==> src/rtl/downcnt_pkg.sv <==
// Shared types and constants for the down_counter_timer block.
// Optional feature macro used across the block: DOWNCNT_IRQ_EN (sticky irq output).
package downcnt_pkg;

    typedef enum logic [1:0] {
        ST_IDLE    = 2'b00,
        ST_RUN     = 2'b01,
        ST_EXPIRED = 2'b10
    } dc_state_t;

    localparam int DC_DEFAULT_WIDTH = 8;

    // A start request is only meaningful from a parked state (IDLE or EXPIRED).
    function automatic logic dc_can_start(input dc_state_t st);
        return (st != ST_RUN);
    endfunction

endpackage

==> src/rtl/down_counter_timer_if.sv <==
// Control/status bundle of the down_counter_timer.
// With DOWNCNT_IRQ_EN defined the bundle also carries irq_clr/irq.
interface down_counter_timer_if
    import downcnt_pkg::*;
#(
    parameter int WIDTH = DC_DEFAULT_WIDTH
) ();

    logic [WIDTH-1:0] d_in;
    logic             set;
    logic             start;
    logic             stop;
    logic             en;
    logic             auto_reload;
    logic [WIDTH-1:0] q_out;
    logic             tc;
    logic             busy;
`ifdef DOWNCNT_IRQ_EN
    logic             irq_clr;
    logic             irq;
`endif

`ifdef DOWNCNT_IRQ_EN
    modport master (
        output d_in, set, start, stop, en, auto_reload, irq_clr,
        input  q_out, tc, busy, irq
    );

    modport slave (
        input  d_in, set, start, stop, en, auto_reload, irq_clr,
        output q_out, tc, busy, irq
    );
`else
    modport master (
        output d_in, set, start, stop, en, auto_reload,
        input  q_out, tc, busy
    );

    modport slave (
        input  d_in, set, start, stop, en, auto_reload,
        output q_out, tc, busy
    );
`endif

endinterface

==> src/rtl/downcnt_fsm.sv <==
// Control FSM of the down_counter_timer: holds the IDLE/RUN/EXPIRED state and
// resolves the per-cycle priority set > stop > start > en into datapath strobes.
module downcnt_fsm
    import downcnt_pkg::*;
(
    input  logic clk,
    input  logic rst_n,
    input  logic set,
    input  logic start,
    input  logic stop,
    input  logic en,
    input  logic auto_reload,
    input  logic count_zero,
    input  logic count_one,
    input  logic reload_zero,
    output logic load,
    output logic dec,
    output logic reload,
    output logic expire,
    output logic busy
);

    dc_state_t state_r;
    dc_state_t state_cur_s;
    dc_state_t state_nxt_s;
    logic      busy_r;

    // Next-state and strobe decode; an illegal state code is treated as IDLE.
    always_comb begin
        state_cur_s = ST_IDLE;
        state_nxt_s = ST_IDLE;
        load        = 1'b0;
        dec         = 1'b0;
        reload      = 1'b0;
        expire      = 1'b0;

        case (state_r)
            ST_IDLE:    state_cur_s = ST_IDLE;
            ST_RUN:     state_cur_s = ST_RUN;
            ST_EXPIRED: state_cur_s = ST_EXPIRED;
            default:    state_cur_s = ST_IDLE;
        endcase

        state_nxt_s = state_cur_s;

        if (set) begin
            // Load aborts anything in flight and parks the timer.
            load        = 1'b1;
            state_nxt_s = ST_IDLE;
        end else if (stop) begin
            // Stop freezes the count; it also masks a same-cycle expiry.
            if (state_cur_s == ST_RUN) begin
                state_nxt_s = ST_IDLE;
            end else begin
                state_nxt_s = state_cur_s;
            end
        end else if (start && dc_can_start(state_cur_s)) begin
            // Starting with nothing to count is ignored.
            if (!count_zero) begin
                state_nxt_s = ST_RUN;
            end else begin
                state_nxt_s = state_cur_s;
            end
        end else if ((state_cur_s == ST_RUN) && en) begin
            if (count_one) begin
                expire = 1'b1;
                // A zero reload value would spin forever, so it expires instead.
                if (auto_reload && !reload_zero) begin
                    reload      = 1'b1;
                    state_nxt_s = ST_RUN;
                end else begin
                    state_nxt_s = ST_EXPIRED;
                end
            end else if (!count_zero) begin
                dec         = 1'b1;
                state_nxt_s = ST_RUN;
            end else begin
                // Zero count while running cannot happen normally; recover to IDLE.
                state_nxt_s = ST_IDLE;
            end
        end else begin
            state_nxt_s = state_cur_s;
        end
    end

    // State register; busy is registered from the next state so it tracks RUN exactly.
    always_ff @(posedge clk or negedge rst_n) begin
        if (!rst_n) begin
            state_r <= ST_IDLE;
            busy_r  <= 1'b0;
        end else begin
            state_r <= state_nxt_s;
            busy_r  <= (state_nxt_s == ST_RUN);
        end
    end

    assign busy = busy_r;

endmodule

==> src/rtl/down_counter_timer.sv <==
// Loadable down-counter timer with one-cycle terminal-count pulse and optional
// auto-reload. Define DOWNCNT_IRQ_EN to add a sticky irq output with irq_clr.
module down_counter_timer
    import downcnt_pkg::*;
#(
    parameter int WIDTH = DC_DEFAULT_WIDTH
) (
    input  logic                 clk,
    input  logic                 rst_n,
    down_counter_timer_if.slave  bus
);

    localparam logic [WIDTH-1:0] ZERO = {WIDTH{1'b0}};
    localparam logic [WIDTH-1:0] ONE  = {{(WIDTH-1){1'b0}}, 1'b1};

    logic [WIDTH-1:0] count_r;
    logic [WIDTH-1:0] reload_q_r;
    logic [WIDTH-1:0] count_nxt_s;
    logic             tc_r;
    logic             load_s;
    logic             dec_s;
    logic             reload_s;
    logic             expire_s;
    logic             busy_s;

    downcnt_fsm u_fsm (
        .clk         (clk),
        .rst_n       (rst_n),
        .set         (bus.set),
        .start       (bus.start),
        .stop        (bus.stop),
        .en          (bus.en),
        .auto_reload (bus.auto_reload),
        .count_zero  (count_r == ZERO),
        .count_one   (count_r == ONE),
        .reload_zero (reload_q_r == ZERO),
        .load        (load_s),
        .dec         (dec_s),
        .reload      (reload_s),
        .expire      (expire_s),
        .busy        (busy_s)
    );

    // Next count from the FSM strobes; a non-reloading expiry lands on zero.
    always_comb begin
        count_nxt_s = count_r;
        if (load_s) begin
            count_nxt_s = bus.d_in;
        end else if (reload_s) begin
            count_nxt_s = reload_q_r;
        end else if (expire_s) begin
            count_nxt_s = ZERO;
        end else if (dec_s) begin
            count_nxt_s = count_r - ONE;
        end else begin
            count_nxt_s = count_r;
        end
    end

    // Count, reload value and terminal-count pulse registers.
    always_ff @(posedge clk or negedge rst_n) begin
        if (!rst_n) begin
            count_r    <= ZERO;
            reload_q_r <= ZERO;
            tc_r       <= 1'b0;
        end else begin
            count_r <= count_nxt_s;
            tc_r    <= expire_s;
            if (load_s) begin
                reload_q_r <= bus.d_in;
            end else begin
                reload_q_r <= reload_q_r;
            end
        end
    end

    assign bus.q_out = count_r;
    assign bus.tc    = tc_r;
    assign bus.busy  = busy_s;

`ifdef DOWNCNT_IRQ_EN
    logic irq_r;

    // Sticky interrupt: every tc sets it, irq_clr clears it, set beats clear.
    always_ff @(posedge clk or negedge rst_n) begin
        if (!rst_n) begin
            irq_r <= 1'b0;
        end else if (tc_r) begin
            irq_r <= 1'b1;
        end else if (bus.irq_clr) begin
            irq_r <= 1'b0;
        end else begin
            irq_r <= irq_r;
        end
    end

    assign bus.irq = irq_r;
`endif

endmodule

==> src/flat_wrapper.sv <==
// flat-port wrapper written by rule: the top's interface ports become plain ports
module down_counter_timer_flat import downcnt_pkg::*;
#(
    parameter int WIDTH = DC_DEFAULT_WIDTH
)
  (clk, rst_n, bus_d_in, bus_set, bus_start, bus_stop, bus_en, bus_auto_reload, bus_q_out, bus_tc, bus_busy);
  down_counter_timer_if #(.WIDTH(WIDTH)) bus_i ();
  input  logic clk;
  input  logic rst_n;
  input wire logic [$bits(bus_i.d_in)-1:0] bus_d_in;
  input wire logic [$bits(bus_i.set)-1:0] bus_set;
  input wire logic [$bits(bus_i.start)-1:0] bus_start;
  input wire logic [$bits(bus_i.stop)-1:0] bus_stop;
  input wire logic [$bits(bus_i.en)-1:0] bus_en;
  input wire logic [$bits(bus_i.auto_reload)-1:0] bus_auto_reload;
  output wire logic [$bits(bus_i.q_out)-1:0] bus_q_out;
  output wire logic [$bits(bus_i.tc)-1:0] bus_tc;
  output wire logic [$bits(bus_i.busy)-1:0] bus_busy;
  assign bus_i.d_in = bus_d_in;
  assign bus_i.set = bus_set;
  assign bus_i.start = bus_start;
  assign bus_i.stop = bus_stop;
  assign bus_i.en = bus_en;
  assign bus_i.auto_reload = bus_auto_reload;
  assign bus_q_out = bus_i.q_out;
  assign bus_tc = bus_i.tc;
  assign bus_busy = bus_i.busy;
  down_counter_timer #(.WIDTH(WIDTH)) u_core (.clk(clk), .rst_n(rst_n), .bus(bus_i));
endmodule
==> config.mk <==
export PLATFORM = sky130hd
export DESIGN_NAME = down_counter_timer_flat
export DESIGN_NICKNAME = d
export VERILOG_FILES = /design/src/rtl/downcnt_pkg.sv /design/src/rtl/down_counter_timer_if.sv /design/src/rtl/downcnt_fsm.sv /design/src/rtl/down_counter_timer.sv /design/src/flat_wrapper.sv
export SDC_FILE = /design/constraint.sdc
export NUM_CORES = 1
export LEC_CHECK = 0
export CAP_MARGIN = 15
export CORE_MARGIN = 1.5
export CORE_UTILIZATION = 35
export CTS_BUF_LIST = sky130_fd_sc_hd__clkbuf_4 sky130_fd_sc_hd__clkbuf_8
export CTS_CLUSTER_DIAMETER = 40
export CTS_CLUSTER_SIZE = 24
export DETAILED_ROUTE_END_ITERATION = 6
export GPL_ROUTABILITY_DRIVEN = 0
export PLACE_DENSITY_LB_ADDON = 0.2
export SLEW_MARGIN = 25
export SYNTH_ARGS = -nofsm -noshare
export SYNTH_HDL_FRONTEND = slang
export SYNTH_SLANG_ARGS = --single-unit
==> constraint.sdc <==
create_clock -name clk -period 4.4 [get_ports clk]
set_input_delay 0.44 -clock clk [delete_from_list [all_inputs] [get_ports clk]]
set_output_delay 0.44 -clock clk [all_outputs]
set_load 0.01 [all_outputs]
==> impl_summary.log <==
INFO  metric run_status = complete, no violations
INFO  metric final_hold_viol_count = 0
INFO  metric place_area = 1480 um^2
INFO  metric slowest_stage = sky130_fd_sc_hd__a21oi_1
INFO  metric worstSetupEndpointType = flop
INFO  metric path_delay_family = compound AO/OA/AOI/OAI gates
INFO  metric final_cell_mix = sky130_fd_sc_hd__clkdlybuf4s50_1, sky130_fd_sc_hd__dfrtp_1, sky130_fd_sc_hd__nor2_1
INFO  metric cp.depth = 6
INFO  metric die_width = 61.7 um
INFO  metric max_freq = 0.414 GHz
INFO  metric fin_crit_sh = 54.9%
INFO  metric firstDrtPassIters = 4
INFO  metric synth_seq_cells = 20
INFO  metric drc = 0
INFO  metric synth_compound_gate_area_share = 21.5%
INFO  metric synth_top_cells_by_area = sky130_fd_sc_hd__dfrtp_1, sky130_fd_sc_hd__a21oi_1, sky130_fd_sc_hd__nor2_1
INFO  metric ctsHoldBuffers = 0
INFO  metric critical_path_peak_fanout = 12
INFO  metric timing.critical_path.slowest_cell_delay = 800 ps
INFO  metric antenna_cells_inserted = 0
INFO  metric critical_path.endpoint = u_core.bus.q_out[6]
INFO  metric fp.dieArea = 3810 um^2
INFO  metric r2r_end = u_core.bus.q_out[6]
INFO  metric crit_path_start_kind = input pin
INFO  metric most_common_library_cell_in_the_layout_ignoring_fill_and_taps = sky130_fd_sc_hd__clkdlybuf4s50_1
INFO  metric cts-root-to-sink-buffers = 2
INFO  metric placement.io_buffers = 24
INFO  metric wl = 2.92 mm
INFO  metric syn-instance-count = 133
INFO  metric top_level_ports = 25
INFO  metric drive_above_1_share = 8.39%
INFO  metric tritoncts = built
INFO  metric hold_path.class = input pin to async pin
INFO  metric setup_repair_after_global_routing_missed_its_margin = false
INFO  metric die_height = 61.7 um
INFO  metric initialDrtViolationCount = 68
INFO  metric cts_made_buffers = 3
INFO  metric max_cap_violations = 0
INFO  metric tightestPinTransition = 920 ps
INFO  metric tritoncts_num_sinks = 20
INFO  metric cts.repair_timing.setup_buffer_count = 0
INFO  metric grt_overflow_total = 0
INFO  metric synth.cell_area = 1210 um^2
INFO  metric synth_top_cell_area_share = 41.5%
INFO  metric core = 3310 um^2
INFO  metric critical_path.cell_chain = clkdlybuf4s50_1 -> nand4bb_1 -> a21oi_1 -> o21ai_1 -> a211oi_1 -> o31ai_2
INFO  metric worstRegToRegCells = 7
INFO  metric final.setup.tns = 0 ps
INFO  metric reg_to_reg_startpoint = u_core.bus.q_out[1]
INFO  metric clock_skew = 9.86 ps
INFO  metric cp.buffers_inverters = 1
INFO  metric detailroute.via_count = 1,080
INFO  metric timing.critical_path.arrival = 2610 ps
INFO  metric post_synth_num_cell_types = 41
INFO  metric critPathKind = input pin to flop
INFO  metric dp_hpwl = 2.14 mm
INFO  metric grt_max_degree = 33
INFO  metric routed_wire_length_per_instance = 14.5 um
INFO  metric initial_utilization = 36.5%
INFO  metric drtAntennaViolNets = 0
INFO  metric power_per_cell_area = 270 nW/um^2
INFO  metric timing.final.max_slew_violations = 0
INFO  metric average_footprint_of_a_synthesized_cell = 9.08 um^2
INFO  metric synth_fp_nets = 151
INFO  metric grt_util_all_layers = 16.9%
INFO  metric hold-worst-slack = 57.2 ps
INFO  metric rel_slew_slack = 38.6%
INFO  metric via_count_of_the_first_global_routing_pass = 973
INFO  metric grt_pass1_wl = 4.63 mm
INFO  metric nFillCells = 357
INFO  metric routed_via_density = 5.37
INFO  metric yosys.area_share.xor_xnor = 2.18%
INFO  metric vdd_drop_max = 0.0847 mV
INFO  metric worst_setup_path_startpoint = bus_stop
INFO  metric grt_antenna_before_repair = 0
INFO  metric synth_simple_gate_area_share = 23.0%
INFO  metric cts_root_buf = sky130_fd_sc_hd__clkbuf_4
INFO  metric synth.area.mux_share = 2.80%
INFO  metric required_time_at_the_worst_slack_endpoint = 4590 ps
INFO  metric fin_util = 45.3%
INFO  metric worst-r2r-setup-slack = 2040 ps
INFO  metric stdcell_area = 1500 um^2
INFO  metric net_count_of_the_finished_layout = 175
INFO  metric yosys.area.top_type = sky130_fd_sc_hd__dfrtp_1
INFO  metric finalSetupViolations = 0
INFO  metric seq_area_frac_synth = 41.5%
INFO  metric finalCriticalPeriod = 2420 ps
INFO  metric synth_adder_area_share = 3.11%
INFO  metric syn2layout_area_growth = 24.1%
INFO  metric cts_htree_levels = 1
INFO  metric standard_cell_row_count = 21
INFO  metric cellLeakagePower = 0.000596 uW
INFO  metric synth_warnings = 0
INFO  metric synth_top_family_by_area = simple AND/OR/NAND/NOR gates
INFO  metric clkTransAtPathRegs = 110 ps
INFO  metric clk-insertion-delay-late = 300 ps
INFO  metric post_cts_resize_count = 0
==> flip-flops by register name, indices dropped and copies added, names as in the netlist <==
name                  flops
u_core.u_fsm.busy         1
u_core.bus.q_out          8
u_core.u_fsm.state_r      2
u_core.bus.tc             1
u_core.reload_q_r         8
==> cells by family after synthesis <==
family | Yosys count
DFF | 20
and+or+nand+nor | 48
adders and majority gates | 3
xor gates and xnor gates | 3
buffers and inverters | 17
AOI/OAI and AO/OA | 39
muxes | 3
==> metrics by stage <==
stage / std cells / worst slack (ps) / power, uW
4_1_cts: 201 / 1970 / 409
2_1_floorplan: 133 / 2560 / 274
6_report: 201 / 1980 / 404
3_5_place_dp: 198 / 1630 / 321
5_1_grt: 201 / 1790 / 429
3_3_place_gp: 198 / 1770 / 319
==> cell usage after synthesis <==
| cell | count |
|---|---|
| sky130_fd_sc_hd__nand4_2 | 1 |
| sky130_fd_sc_hd__and4bb_2 | 1 |
| sky130_fd_sc_hd__buf_1 | 1 |
| sky130_fd_sc_hd__ha_1 | 3 |
| sky130_fd_sc_hd__nand3_1 | 1 |
| sky130_fd_sc_hd__nor3_1 | 4 |
| sky130_fd_sc_hd__nor4b_1 | 1 |
| sky130_fd_sc_hd__nor4_1 | 4 |
| sky130_fd_sc_hd__nor4_4 | 1 |
| sky130_fd_sc_hd__o211ai_1 | 1 |
| sky130_fd_sc_hd__nor3b_1 | 2 |
| sky130_fd_sc_hd__xnor2_1 | 2 |
| sky130_fd_sc_hd__o311ai_1 | 1 |
| sky130_fd_sc_hd__nand3_2 | 1 |
| sky130_fd_sc_hd__nand4_1 | 3 |
| sky130_fd_sc_hd__buf_2 | 1 |
| sky130_fd_sc_hd__inv_1 | 11 |
| sky130_fd_sc_hd__dfrtp_1 | 20 |
| sky130_fd_sc_hd__clkbuf_1 | 2 |
| sky130_fd_sc_hd__o22ai_1 | 1 |
| sky130_fd_sc_hd__o21ai_1 | 2 |
| sky130_fd_sc_hd__o31a_1 | 2 |
| sky130_fd_sc_hd__or3_1 | 2 |
| sky130_fd_sc_hd__nor2_1 | 12 |
| sky130_fd_sc_hd__nand2b_1 | 1 |
| sky130_fd_sc_hd__mux2_2 | 3 |
| sky130_fd_sc_hd__a41o_1 | 1 |
| sky130_fd_sc_hd__a21boi_0 | 2 |
| sky130_fd_sc_hd__a31oi_1 | 1 |
| sky130_fd_sc_hd__nor2b_1 | 1 |
| sky130_fd_sc_hd__and3_1 | 1 |
| sky130_fd_sc_hd__o31ai_1 | 4 |
| sky130_fd_sc_hd__nand2_1 | 11 |
| sky130_fd_sc_hd__nand4bb_1 | 1 |
| sky130_fd_sc_hd__a211oi_1 | 2 |
| sky130_fd_sc_hd__o31ai_2 | 1 |
| sky130_fd_sc_hd__a311oi_1 | 4 |
| sky130_fd_sc_hd__a21oi_1 | 11 |
| sky130_fd_sc_hd__o21ai_0 | 6 |
| sky130_fd_sc_hd__buf_4 | 2 |
| sky130_fd_sc_hd__xor2_1 | 1 |
==> power breakdown <==
part	internal, uW	leakage [uW]	total (uW)	switching, uW
clock	32.0	0.0000138	86.6	54.6
combinational	50.3	0.000336	96.1	45.8
sequential	198	0.000246	221	23.0
==> layout make-up <==
class                      count  area, um^2  area share [%]
clock buffer                   3        22.5            1.50
inverter                      11        41.3            2.75
tap                           46        57.6            3.84
timing repair buffer          25         243            16.2
sequential                    20         500            33.4
multi-input combinational     96         634            42.3
==> worst min-delay path by stage <==
| stage | from | to | slack [ps] | cells past startpoint |
|---|---|---|---|---|
| after global routing | rst_n | u_core.u_fsm.state_r[0] | 90 | 1 |
| after CTS | u_core.reload_q_r[1] | u_core.reload_q_r[1] | 570 | 2 |
| after detailed placement | u_core.reload_q_r[2] | u_core.reload_q_r[2] | 550 | 1 |
| after floorplan | rst_n | u_core.bus.q_out[0] | 140 | 0 |
| final | rst_n | u_core.u_fsm.state_r[0] | 60 | 1 |
| after global placement | u_core.reload_q_r[7] | u_core.reload_q_r[7] | 540 | 2 |
==> per-layer routing <==
metal,part of all wire (%),vias to the layer above,routed length [um],global-route usage [%]
li1,-,537,-,-
met5,0,-,0,0
met2,46,25,1350,27.2
met1,48,514,1420,23.0
met3,4.0,4,118,2.48
met4,1.2,0,34,6.38
Note: power is estimated with default switching activity, not from simulation.
